==> src/rtl/des_pkg.sv <==
// Shared DES tables, state encoding and permutation helpers.
// Imported by des_round and des_iter_core; no ports.
package des_pkg;

  typedef enum logic [1:0] {
    ST_IDLE = 2'd0,
    ST_RUN  = 2'd1,
    ST_DONE = 2'd2
  } state_e;

  typedef struct packed {
    logic [31:0] l;
    logic [31:0] r;
    logic [27:0] c;
    logic [27:0] d;
  } des_st_t;

  // Left shifts walk K1..K16; right shifts walk K16..K1.
  localparam int SHL_T [16] = '{
    1, 1, 2, 2, 2, 2, 2, 2, 1, 2, 2, 2, 2, 2, 2, 1};
  localparam int SHR_T [16] = '{
    0, 1, 2, 2, 2, 2, 2, 2, 1, 2, 2, 2, 2, 2, 2, 1};

  localparam int IP_T [64] = '{
    58, 50, 42, 34, 26, 18, 10, 2,
    60, 52, 44, 36, 28, 20, 12, 4,
    62, 54, 46, 38, 30, 22, 14, 6,
    64, 56, 48, 40, 32, 24, 16, 8,
    57, 49, 41, 33, 25, 17,  9, 1,
    59, 51, 43, 35, 27, 19, 11, 3,
    61, 53, 45, 37, 29, 21, 13, 5,
    63, 55, 47, 39, 31, 23, 15, 7};

  localparam int IPI_T [64] = '{
    40, 8, 48, 16, 56, 24, 64, 32,
    39, 7, 47, 15, 55, 23, 63, 31,
    38, 6, 46, 14, 54, 22, 62, 30,
    37, 5, 45, 13, 53, 21, 61, 29,
    36, 4, 44, 12, 52, 20, 60, 28,
    35, 3, 43, 11, 51, 19, 59, 27,
    34, 2, 42, 10, 50, 18, 58, 26,
    33, 1, 41,  9, 49, 17, 57, 25};

  localparam int PC1_T [56] = '{
    57, 49, 41, 33, 25, 17,  9,
     1, 58, 50, 42, 34, 26, 18,
    10,  2, 59, 51, 43, 35, 27,
    19, 11,  3, 60, 52, 44, 36,
    63, 55, 47, 39, 31, 23, 15,
     7, 62, 54, 46, 38, 30, 22,
    14,  6, 61, 53, 45, 37, 29,
    21, 13,  5, 28, 20, 12,  4};

  localparam int PC2_T [48] = '{
    14, 17, 11, 24,  1,  5,
     3, 28, 15,  6, 21, 10,
    23, 19, 12,  4, 26,  8,
    16,  7, 27, 20, 13,  2,
    41, 52, 31, 37, 47, 55,
    30, 40, 51, 45, 33, 48,
    44, 49, 39, 56, 34, 53,
    46, 42, 50, 36, 29, 32};

  localparam int E_T [48] = '{
    32,  1,  2,  3,  4,  5,
     4,  5,  6,  7,  8,  9,
     8,  9, 10, 11, 12, 13,
    12, 13, 14, 15, 16, 17,
    16, 17, 18, 19, 20, 21,
    20, 21, 22, 23, 24, 25,
    24, 25, 26, 27, 28, 29,
    28, 29, 30, 31, 32,  1};

  localparam int P_T [32] = '{
    16,  7, 20, 21, 29, 12, 28, 17,
     1, 15, 23, 26,  5, 18, 31, 10,
     2,  8, 24, 14, 32, 27,  3,  9,
    19, 13, 30,  6, 22, 11,  4, 25};

  // Indexed [box][{row, col}], row = {b1,b6}, col = b2..b5.
  localparam int SBOX_T [8][64] = '{
    '{14, 4,13, 1, 2,15,11, 8, 3,10, 6,12, 5, 9, 0, 7,
       0,15, 7, 4,14, 2,13, 1,10, 6,12,11, 9, 5, 3, 8,
       4, 1,14, 8,13, 6, 2,11,15,12, 9, 7, 3,10, 5, 0,
      15,12, 8, 2, 4, 9, 1, 7, 5,11, 3,14,10, 0, 6,13},
    '{15, 1, 8,14, 6,11, 3, 4, 9, 7, 2,13,12, 0, 5,10,
       3,13, 4, 7,15, 2, 8,14,12, 0, 1,10, 6, 9,11, 5,
       0,14, 7,11,10, 4,13, 1, 5, 8,12, 6, 9, 3, 2,15,
      13, 8,10, 1, 3,15, 4, 2,11, 6, 7,12, 0, 5,14, 9},
    '{10, 0, 9,14, 6, 3,15, 5, 1,13,12, 7,11, 4, 2, 8,
      13, 7, 0, 9, 3, 4, 6,10, 2, 8, 5,14,12,11,15, 1,
      13, 6, 4, 9, 8,15, 3, 0,11, 1, 2,12, 5,10,14, 7,
       1,10,13, 0, 6, 9, 8, 7, 4,15,14, 3,11, 5, 2,12},
    '{ 7,13,14, 3, 0, 6, 9,10, 1, 2, 8, 5,11,12, 4,15,
      13, 8,11, 5, 6,15, 0, 3, 4, 7, 2,12, 1,10,14, 9,
      10, 6, 9, 0,12,11, 7,13,15, 1, 3,14, 5, 2, 8, 4,
       3,15, 0, 6,10, 1,13, 8, 9, 4, 5,11,12, 7, 2,14},
    '{ 2,12, 4, 1, 7,10,11, 6, 8, 5, 3,15,13, 0,14, 9,
      14,11, 2,12, 4, 7,13, 1, 5, 0,15,10, 3, 9, 8, 6,
       4, 2, 1,11,10,13, 7, 8,15, 9,12, 5, 6, 3, 0,14,
      11, 8,12, 7, 1,14, 2,13, 6,15, 0, 9,10, 4, 5, 3},
    '{12, 1,10,15, 9, 2, 6, 8, 0,13, 3, 4,14, 7, 5,11,
      10,15, 4, 2, 7,12, 9, 5, 6, 1,13,14, 0,11, 3, 8,
       9,14,15, 5, 2, 8,12, 3, 7, 0, 4,10, 1,13,11, 6,
       4, 3, 2,12, 9, 5,15,10,11,14, 1, 7, 6, 0, 8,13},
    '{ 4,11, 2,14,15, 0, 8,13, 3,12, 9, 7, 5,10, 6, 1,
      13, 0,11, 7, 4, 9, 1,10,14, 3, 5,12, 2,15, 8, 6,
       1, 4,11,13,12, 3, 7,14,10,15, 6, 8, 0, 5, 9, 2,
       6,11,13, 8, 1, 4,10, 7, 9, 5, 0,15,14, 2, 3,12},
    '{13, 2, 8, 4, 6,15,11, 1,10, 9, 3,14, 5, 0,12, 7,
       1,15,13, 8,10, 3, 7, 4,12, 5, 6,11, 0,14, 9, 2,
       7,11, 4, 1, 9,12,14, 2, 0, 6,10,13,15, 3, 5, 8,
       2, 1,14, 7, 4,10, 8,13,15,12, 9, 0, 3, 5, 6,11}};

  // Tables use DES numbering: entry n names input bit n, bit 1 = MSB.
  function automatic logic [63:0] perm_ip(input logic [63:0] x);
    logic [63:0] o;
    o = '0;
    for (int i = 0; i < 64; i++) o[6'(63-i)] = x[6'(64-IP_T[i])];
    return o;
  endfunction

  function automatic logic [63:0] perm_ip_inv(input logic [63:0] x);
    logic [63:0] o;
    o = '0;
    for (int i = 0; i < 64; i++) o[6'(63-i)] = x[6'(64-IPI_T[i])];
    return o;
  endfunction

  function automatic logic [55:0] perm_pc1(input logic [63:0] x);
    logic [55:0] o;
    o = '0;
    for (int i = 0; i < 56; i++) o[6'(55-i)] = x[6'(64-PC1_T[i])];
    return o;
  endfunction

  function automatic logic [47:0] perm_pc2(input logic [55:0] x);
    logic [47:0] o;
    o = '0;
    for (int i = 0; i < 48; i++) o[6'(47-i)] = x[6'(56-PC2_T[i])];
    return o;
  endfunction

  function automatic logic [47:0] perm_e(input logic [31:0] x);
    logic [47:0] o;
    o = '0;
    for (int i = 0; i < 48; i++) o[6'(47-i)] = x[5'(32-E_T[i])];
    return o;
  endfunction

  function automatic logic [31:0] perm_p(input logic [31:0] x);
    logic [31:0] o;
    o = '0;
    for (int i = 0; i < 32; i++) o[5'(31-i)] = x[5'(32-P_T[i])];
    return o;
  endfunction

  function automatic logic [31:0] f_func(
    input logic [31:0] r,
    input logic [47:0] k
  );
    logic [47:0] x;
    logic [31:0] s;
    logic [5:0]  b;
    x = perm_e(r) ^ k;
    s = '0;
    for (int j = 0; j < 8; j++) begin
      b = x[6'(42-6*j) +: 6];
      s[5'(28-4*j) +: 4] = 4'(SBOX_T[j][{b[5], b[0], b[4:1]}]);
    end
    return perm_p(s);
  endfunction

  function automatic logic [27:0] rotl28(
    input logic [27:0] x,
    input logic [1:0]  n
  );
    logic [55:0] t;
    t = {x, x} << n;
    return t[55:28];
  endfunction

  function automatic logic [27:0] rotr28(
    input logic [27:0] x,
    input logic [1:0]  n
  );
    logic [55:0] t;
    t = {x, x} >> n;
    return t[27:0];
  endfunction

endpackage

==> src/rtl/des_round.sv <==
// One combinational DES round: rotate C/D, derive K_i via PC-2, Feistel step.
// Ports: st_i/st_o {L,R,C,D}, decrypt_i selects rotate direction, rnd_i 0..15.
module des_round
  import des_pkg::*;
(
  input  des_st_t    st_i,
  input  logic       decrypt_i,
  input  logic [3:0] rnd_i,
  output des_st_t    st_o
);

  logic [1:0]  sh;
  logic [27:0] c_rot;
  logic [27:0] d_rot;
  logic [47:0] k;

  // Decrypt rotates right so the schedule yields K16..K1 in order.
  always_comb begin
    sh = decrypt_i ? 2'(SHR_T[rnd_i]) : 2'(SHL_T[rnd_i]);
    c_rot = decrypt_i ? rotr28(st_i.c, sh) : rotl28(st_i.c, sh);
    d_rot = decrypt_i ? rotr28(st_i.d, sh) : rotl28(st_i.d, sh);
    k = perm_pc2({c_rot, d_rot});
    st_o.l = st_i.r;
    st_o.r = st_i.l ^ f_func(st_i.r, k);
    st_o.c = c_rot;
    st_o.d = d_rot;
  end

endmodule

==> src/rtl/des_iter_core.sv <==
// Iterative DES engine, ROUNDS_PER_CYCLE rounds per clock, enc/dec per block.
// Ports: clk, rst; in_valid/in_ready/in_decrypt/in_data/in_key;
//        out_valid/out_ready/out_data; busy (RUN or DONE).
module des_iter_core
  import des_pkg::*;
#(
  parameter int ROUNDS_PER_CYCLE = 1
) (
  input  logic        clk,
  input  logic        rst,
  input  logic        in_valid,
  output logic        in_ready,
  input  logic        in_decrypt,
  input  logic [63:0] in_data,
  input  logic [63:0] in_key,
  output logic        out_valid,
  input  logic        out_ready,
  output logic [63:0] out_data,
  output logic        busy
);

  localparam int RPC   = ROUNDS_PER_CYCLE;
  localparam int ITERS = 16 / RPC;

  // Only divisors of 16 give an exact round count.
  if (ITERS * RPC != 16) begin : g_bad_rpc
    $error("ROUNDS_PER_CYCLE must be 1, 2, 4, 8 or 16");
  end

  state_e      state_q, state_d;
  logic [4:0]  rnd_q, rnd_d;
  des_st_t     st_q, st_d;
  logic        dec_q, dec_d;
  logic [63:0] out_q, out_d;
  des_st_t     st_last;

  for (genvar g = 0; g < RPC; g++) begin : g_rnd
    des_st_t    st_in;
    des_st_t    st_out;
    logic [3:0] idx;

    // rnd_q is a multiple of RPC, so this never wraps.
    assign idx = rnd_q[3:0] + 4'(g);

    if (g == 0) begin : g_head
      assign st_in = st_q;
    end else begin : g_link
      assign st_in = g_rnd[g-1].st_out;
    end

    des_round u_round (
      .st_i      (st_in),
      .decrypt_i (dec_q),
      .rnd_i     (idx),
      .st_o      (st_out)
    );
  end

  assign st_last = g_rnd[RPC-1].st_out;

  assign in_ready  = (state_q == ST_IDLE);
  assign out_valid = (state_q == ST_DONE);
  assign busy      = (state_q != ST_IDLE);
  assign out_data  = out_q;

  always_comb begin
    state_d = state_q;
    rnd_d   = rnd_q;
    st_d    = st_q;
    dec_d   = dec_q;
    out_d   = out_q;
    unique case (state_q)
      ST_IDLE: begin
        if (in_valid && in_ready) begin
          {st_d.l, st_d.r} = perm_ip(in_data);
          {st_d.c, st_d.d} = perm_pc1(in_key);
          dec_d   = in_decrypt;
          rnd_d   = '0;
          state_d = ST_RUN;
        end
      end
      ST_RUN: begin
        st_d  = st_last;
        rnd_d = rnd_q + 5'(RPC);
        if (rnd_d == 5'd16) begin
          // Final swap: output is IP^-1 of {R16, L16}.
          out_d   = perm_ip_inv({st_last.r, st_last.l});
          state_d = ST_DONE;
        end
      end
      ST_DONE: begin
        if (out_ready) state_d = ST_IDLE;
      end
      default: state_d = ST_IDLE;
    endcase
  end

  always_ff @(posedge clk or posedge rst) begin
    if (rst) begin
      state_q <= ST_IDLE;
      rnd_q   <= '0;
      st_q    <= '0;
      dec_q   <= 1'b0;
      out_q   <= '0;
    end else begin
      state_q <= state_d;
      rnd_q   <= rnd_d;
      st_q    <= st_d;
      dec_q   <= dec_d;
      out_q   <= out_d;
    end
  end

endmodule

==> config.mk <==
export PLATFORM = sky130hd
export DESIGN_NAME = des_iter_core
export DESIGN_NICKNAME = d
export VERILOG_FILES = /design/src/rtl/des_pkg.sv /design/src/rtl/des_round.sv /design/src/rtl/des_iter_core.sv
export SDC_FILE = /design/constraint.sdc
export NUM_CORES = 1
export LEC_CHECK = 0
export ABC_AREA = 1
export BUFFER_PORTS_ARGS = -buffer_cell sky130_fd_sc_hd__buf_2
export CAP_MARGIN = 20
export CORE_ASPECT_RATIO = 0.75
export CORE_MARGIN = 8
export CORE_UTILIZATION = 55
export CTS_CLUSTER_DIAMETER = 50
export DETAILED_ROUTE_END_ITERATION = 7
export PLACE_DENSITY_LB_ADDON = 0.15
export SYNTH_ARGS = -nofsm -noshare
export SYNTH_HDL_FRONTEND = slang
export SYNTH_HIERARCHICAL = 1
export SYNTH_SLANG_ARGS = --single-unit
==> constraint.sdc <==
create_clock -name clk -period 11.1 [get_ports clk]
set_clock_uncertainty 0.1 [all_clocks]
set_input_delay 1.665 -clock clk [delete_from_list [all_inputs] [get_ports clk]]
set_output_delay 1.665 -clock clk [all_outputs]
set_load 0.05 [all_outputs]
Word-level counts from Yosys, hierarchy flattened
Memories as Yosys holds them, arrays and structs flattened.
Index checks and enable logic that the tools add are counted.
- bits in read-only memories: 9216
- memories kept: 6
- register bits: 144
- bits of input ports: 133
- logic and storage cells: 68
- output and inout bits: 67
- memory list (memory ; depth ; bits a word ; rd ports ; clocked after memory_dff ; wr ports ; RTL line ; source):
    (no name shown) ; 64 ; 32 ; 1 ; 0 ; 0 ; des_pkg.sv:169 ; s[5'(28-4*j) +: 4] = 4'(SBOX_T[j][{b[5], b[0], b[4:1]}]);
    (no name shown) ; 64 ; 32 ; 1 ; 0 ; 0 ; des_pkg.sv:169 ;
    (no name shown) ; 64 ; 32 ; 1 ; 0 ; 0 ; des_pkg.sv:169 ;
    (no name shown) ; 64 ; 32 ; 1 ; 0 ; 0 ; des_pkg.sv:169 ;
    (no name shown) ; 16 ; 32 ; 1 ; 0 ; 0 ; des_round.sv:19 ; sh = decrypt_i ? 2'(SHR_T[rnd_i]) : 2'(SHL_T[rnd_i]);
    (no name shown) ; 16 ; 32 ; 1 ; 0 ; 0 ; des_round.sv:19 ;
- multiplexer cells: 23
- reductions and logical operators: 8
- $lt $le $gt $ge: 5
- equality and inequality tests: 6
- bitwise logic cells: 7
- $add $sub $neg: 1
- shifts and indexed selects: 4
- operator list (kind ; number):
    case mux 120 bit (2 select lines) ; 1
    2-to-1 mux 120 bit ; 1
    left shift 56 x 2 -> 56 bit ; 2
    right shift 56 x 2 -> 28 bit ; 2
    2-to-1 mux 28 bit ; 2
    XOR 32 x 16 -> 32 bit ; 1
    >= comparator 7 bit (second input constant) ; 4
    NOT 6 -> 7 bit ; 4
    XOR 24 bit ; 1
    2-to-1 mux 2 bit ; 10
    2-to-1 mux 3 bit ; 4
    case mux 5 bit (2 select lines) ; 1
    2-to-1 mux 4 bit ; 2
    case mux 2 bit (3 select lines) ; 1
    AND reduction 2 bit ; 3
    adder 5 x 1 -> 5 bit (second input constant) ; 1
    equality test 5 bit (second input constant) ; 1
    >= comparator 5 bit (second input constant) ; 1
    2-to-1 mux 5 bit ; 1
    NOT 4 -> 5 bit ; 1
    != test 2 x 1 -> 1 bit (second input constant) ; 2
    nonzero test 2 bit ; 2
    AND reduction 3 bit ; 1
    equality test 2 x 1 -> 1 bit (second input constant) ; 1
    4 further kinds ; 4

Depth between registers and ports, before layout
Gate-level depths: netlist of the first run.
- depth after elaboration: 14
- gate-level depth with buffers: 24
- depth with buffers taken out: 24

Modules after synthesis
The synthesis of the first run kept the hierarchy.
- modules (own cells, without submodules) (module ; times used ; cells an instance ; seq. area each (µm²) ; area an instance (µm²)):
    des_iter_core ; 1 ; 535 ; 3603.5 ; 5989.5
    des_round ; 1 ; 940 ; 0.0 ; 4635.7

Worst setup path before layout of the first run
Ideal clock, no wire load.
- kind: reg2out
- from: register state_q[0]
- to: output busy
- cell stages (with the launch flop): 3
- data required time: 9335 ps
- buffers on the path: 0
- arrival: 1613 ps
- slack: 7722 ps
- cells stage by stage: dfrtp_1 > nor2_1 > inv_1
- longest elaborated chain between the ends: 1
- ends and longest elaborated chain (item ; RTL line ; source):
    from (decl) ; des_iter_core.sv:30 ; state_e state_q, state_d;
    from (signal assigned) ; des_iter_core.sv:106 ; state_q <= state_d;
    nonzero test 2 bit ; des_iter_core.sv:63 ; assign busy = (state_q != ST_IDLE);
    to (decl) ; des_iter_core.sv:19 ; output logic busy
Every way passes these cells.

==> results.yml, run 1 <==
critical_path:
  criticalPathCategory: "register to register"
  end_kind: "register"
  reg2reg_depth: 21
  critical_path_arrival_ns: 5.00
  reg2reg_slack_ns: 6.24
  r2r-start: "rnd_q[2]$_DFFE_PP0P_"
  start_kind: "register"
  r2r_end: "g_rnd[0].st_in[69]$_DFFE_PP0P_"
  critPathMaxFanout: 41
  worstPathRequired_ns: 11.25
  crit_end: "g_rnd[0].st_in[69]$_DFFE_PP0P_"
  startpoint: "rnd_q[2]$_DFFE_PP0P_"
finish:
  nets: 1207
  diodes: 0
  area_delta_synth_final_pct: 0.636
  final_util: 0.558
  drive_gt1_frac: 0.101
  n_fill_cell: 1312
cts:
  post-cts-setup-buffers: 0
  cts_htree_levels: 3
  cts_tree: "done"
  hold_buffers: 0
  cts_sinks: 91
  cts_root_buffer: "clkbuf_16"
  clk_pin_slew_worst_paths_ns: 0.07
  max-clock-path-buffers: 2
  worstSkewPairLatency_ns: 0.34
  cts-buffers-inserted: 9
  ctsResizeCount: 0
timing:
  relSlewSlack: 0.269
  clock.fmax_ghz: 0.206
  rsz0062_at_grt: "false"
  final-setup-viol-count: 0
  setup_tns_ns: 0
  tightest_slew_ns: 1.10
  finalWorstPathRequiredPeriod_ns: 4.86
  drv_slew: 0
  finalCritPeriodShare: 0.438
  hold_ws_ns: 0.365
  hold_viol: 0
min_path:
  hold_class: "register to register"
global_route:
  grt_pass1_wl_um: 30700
  gr-total-overflow: 0
  grt_max_degree: 73
  grt_pass1_vias: 6021
  grt_antenna_before_repair: 0
  grt_use_total: 0.217
place:
  portBuffers: 51
  dp.final_hpwl_um: 13600
  gp_congestion: 0.906
route:
  vias: 6714
  wire_per_inst_um: 15.4
  dr.pass1.iters: 7
  viasPerCell: 5.44
  routed_wirelength_um: 19000
  ant_nets: 0
  drt-initial-drc-count: 968
  drc: 0
logic_synthesis:
  avgSynthCellArea_sq_um: 6.91
  yosys_warnings: 6
  syn-instance-count: 1081
  syn-cell-area_sq_um: 7470
floorplan:
  ios: 200
  dieArea_sq_um: 17600
  core_sq_um: 13500
  dieWidth_um: 151
  die_h_um: 117
  initial_core_util: 0.555
  num_rows: 37
job:
  max_cap_violations: 0
run_status:
  status: "finished clean"
## through the flow
step                setup slack [ns]  instance area (sq um)  cells
detailed placement              6.40                   7230   1218
CTS                             6.36                   7520   1234
global route                    5.87                   7520   1234
finish                          6.24                   7520   1234
global placement                6.34                   7230   1218
floorplan                       6.97                   7680   1136
## metal layers
metal  part of all wire  GRT usage  vias up
li1                   -          -     3342
met2               0.41      0.313      289
met5                  0          0        -
met1               0.49      0.328     3068
met3              0.089     0.0411       15
met4              0.012     0.0427        0
## worst min path at each step
stage,from,cells after the start,end,slack [ns]
2_1_floorplan,g_rnd[0].st_in[17]$_DFFE_PP0P_,2,g_rnd[0].st_in[17]$_DFFE_PP0P_,0.35
3_3_place_gp,out_data[7]$_DFFE_PP0P_,2,out_data[7]$_DFFE_PP0P_,0.35
3_5_place_dp,out_data[7]$_DFFE_PP0P_,2,out_data[7]$_DFFE_PP0P_,0.35
4_1_cts,out_data[7]$_DFFE_PP0P_,2,out_data[7]$_DFFE_PP0P_,0.37
5_1_grt,out_data[7]$_DFFE_PP0P_,2,out_data[7]$_DFFE_PP0P_,0.39
6_report,out_data[31]$_DFFE_PP0P_,2,out_data[31]$_DFFE_PP0P_,0.37
## worst max-delay path: stages (launching register included)
cell and delay [ns]:
dfrtp_1 0.48, nand2_1 0.12, nand3_2 0.36, nand2_4 0.53, inv_2 0.29, nor2_2 0.90, nand2_1 0.16, nand3_1 0.15
nand2_1 0.06, nand2_1 0.23, inv_1 0.14, ha_1 0.36, nand3_1 0.10, nand2_1 0.07, inv_1 0.03, a21oi_1 0.13
nand2_1 0.08, nand2_1 0.07, nand2_1 0.05, nand2_1 0.05, nor2_1 0.04, o31ai_1 0.23
## flip-flops by register name, indices dropped and copies added (netlist names)
signal       flops
dec_q            1
g_rnd.st_in     67
out_data        16
rnd_q            5
state_q          2
## cells in the final DEF, fill, tap and decap left out, types with 6 or more instances in the layout
cell type and instances:
a21oi_1 24, a22o_1 40, buf_2 51, clkbuf_16 9, conb_1 57, dfrtp_1 91, ha_1 20, inv_1 97
inv_2 8, nand2_1 320, nand2_2 8, nand3_1 119, nand4_1 31, nor2_1 63, o211ai_1 6, o21ai_0 22
o21ai_1 9, o221ai_1 7, o31ai_1 28, xor2_1 6
## area by class of cell
cell class                 instances  area, sq um  share of cell area
clock buffer                       9          225              0.0300
clock inverter                     7         66.3             0.00882
inverter                         108          408              0.0542
multi-input combinational        789         4040               0.537
sequential                        91         2280               0.303
tap                              175          219              0.0291
timing repair buffer              55          285              0.0379
Power of run 1 is left out: the tool's default activity adds up to more than one toggle a clock period on the data nets, which glitch-free logic cannot reach.
==> run 2, diff against run 1 <==
==> constraint.sdc (replaced) <==
create_clock -name clk -period 4.7 [get_ports clk]
set_clock_uncertainty 0.1 [all_clocks]
set_input_delay 0.705 -clock clk [delete_from_list [all_inputs] [get_ports clk]]
set_output_delay 0.705 -clock clk [all_outputs]
set_load 0.05 [all_outputs]
==> results.yml, run 2 (same netlist as run 1, synthesis figures left out) <==
timing:
  rsz0062_at_grt: "false"
  finalCritPeriodShare: 0.851
  relSlewSlack: 0.379
  setup_tns_ns: 0
  drv_slew: 0
  clock.fmax_ghz: 0.250
  hold_viol: 0
  tightest_slew_ns: 0.931
  final-setup-viol-count: 0
  finalWorstPathRequiredPeriod_ns: 4.00
  hold_ws_ns: 0.365
floorplan:
  num_rows: 37
  die_h_um: 117
  initial_core_util: 0.555
  dieArea_sq_um: 17600
  ios: 200
  dieWidth_um: 151
  core_sq_um: 13500
route:
  routed_wirelength_um: 19800
  dr.pass1.iters: 5
  vias: 6903
  drc: 0
  drt-initial-drc-count: 769
  viasPerCell: 5.54
  wire_per_inst_um: 15.9
  ant_nets: 0
finish:
  layout_commonest_cell: "nand2_1"
  drive_gt1_frac: 0.112
  diodes: 0
  final_cell_mix: "nand2_1, nand3_1, inv_1"
  area_delta_synth_final_pct: 1.86
  largest_register_ffs: 67
  n_fill_cell: 1325
  nets: 1220
  finalNonFillerCells: 1247
cts:
  cts_sinks: 91
  clk_pin_slew_worst_paths_ns: 0.08
  cts_tree: "done"
  post-cts-setup-buffers: 0
  max-clock-path-buffers: 2
  worstSkewPairLatency_ns: 0.35
  hold_buffers: 0
  cts_root_buffer: "clkbuf_16"
  cts-buffers-inserted: 9
  ctsResizeCount: 0
  cts_htree_levels: 3
critical_path:
  criticalPathCategory: "register to register"
  reg2reg_slack_ns: 0.70
  start_kind: "register"
  r2r-start: "rnd_q[2]$_DFFE_PP0P_"
  critPathMaxFanout: 15
  end_kind: "register"
  r2r_end: "g_rnd[0].st_in[69]$_DFFE_PP0P_"
  reg2reg_depth: 21
  critical_path_arrival_ns: 4.16
  worstPathRequired_ns: 4.86
global_route:
  grt_pass1_wl_um: 31600
  grt_pass1_vias: 6092
  gr-total-overflow: 0
  grt_max_degree: 70
  grt_use_total: 0.226
  grt_antenna_before_repair: 0
place:
  portBuffers: 51
  dp.final_hpwl_um: 14200
  gp_congestion: 0.915
  placedCellCount: 1231
min_path:
  hold_class: "register to register"
  holdPathStages: 2
  hold_start: "out_data[1]$_DFFE_PP0P_"
  hold_end: "out_data[1]$_DFFE_PP0P_"
job:
  max_cap_violations: 0
run_status:
  status: "finished clean"
[run 2: cell types whose count changed in the layout (fill, tap and decap cells not counted), sizes merged]
cell / previous run / this run
buf: 55 / 68
clkinvlp: 0 / 2
clkinv: 5 / 4
inv: 110 / 109
[run 2: layout make-up]
cell class              count  area (sq um)  share of cell area
multi-input cells         789          4040               0.531
repair buffers             68           383              0.0503
clock buffers               9           225              0.0296
flip-flops and latches     91          2280               0.299
clock inverters             7          60.1             0.00789
well taps                 175           219              0.0288
inverters                 108           408              0.0536
[run 2: how the worst max path moves through the flow]
stage	startpoint	cells after the start	end
finish	rnd_q[2]$_DFFE_PP0P_	21	g_rnd[0].st_in[69]$_DFFE_PP0P_
global route	rnd_q[2]$_DFFE_PP0P_	22	g_rnd[0].st_in[61]$_DFFE_PP0P_
CTS	rnd_q[2]$_DFFE_PP0P_	21	g_rnd[0].st_in[69]$_DFFE_PP0P_
detailed placement	rnd_q[2]$_DFFE_PP0P_	21	g_rnd[0].st_in[69]$_DFFE_PP0P_
global placement	rnd_q[2]$_DFFE_PP0P_	21	g_rnd[0].st_in[69]$_DFFE_PP0P_
floorplan	rst	1	dec_q$_DFFE_PP0P_
[run 2: metrics by stage]
stage | utilization | setup slack [ns] | area [sq um]
after floorplan | - | 1.53 | 7680
after global placement | 0.544 | 0.855 | 7330
after detailed placement | 0.544 | 0.828 | 7330
after CTS | 0.565 | 0.789 | 7610
after global routing | 0.565 | 0.390 | 7610
final | 0.565 | 0.702 | 7610
[run 2: critical path: stages, from the launching register on]
cell and delay, ns:
dfrtp_1 0.48, nand2_1 0.12, nand3_2 0.36, nand2_4 0.35, inv_2 0.06, nor2_2 0.46
nand2_1 0.14, nand3_1 0.13, nand2_1 0.06, nand2_1 0.25, inv_1 0.14, ha_1 0.38
nand3_1 0.11, nand2_1 0.07, inv_1 0.03, a21oi_1 0.14, nand2_1 0.08, nand2_1 0.07
nand2_1 0.05, nand2_1 0.05, nor2_1 0.04, o31ai_1 0.23
[run 2: per-layer routing]
metal	vias up	routed length [um]	global-route usage
li1	3363	-	-
met5	-	0	0
met4	0	349	0.0625
met1	3153	9430	0.344
met2	362	8090	0.311
met3	25	1900	0.0488
Power of run 2 is left out for the same reason.
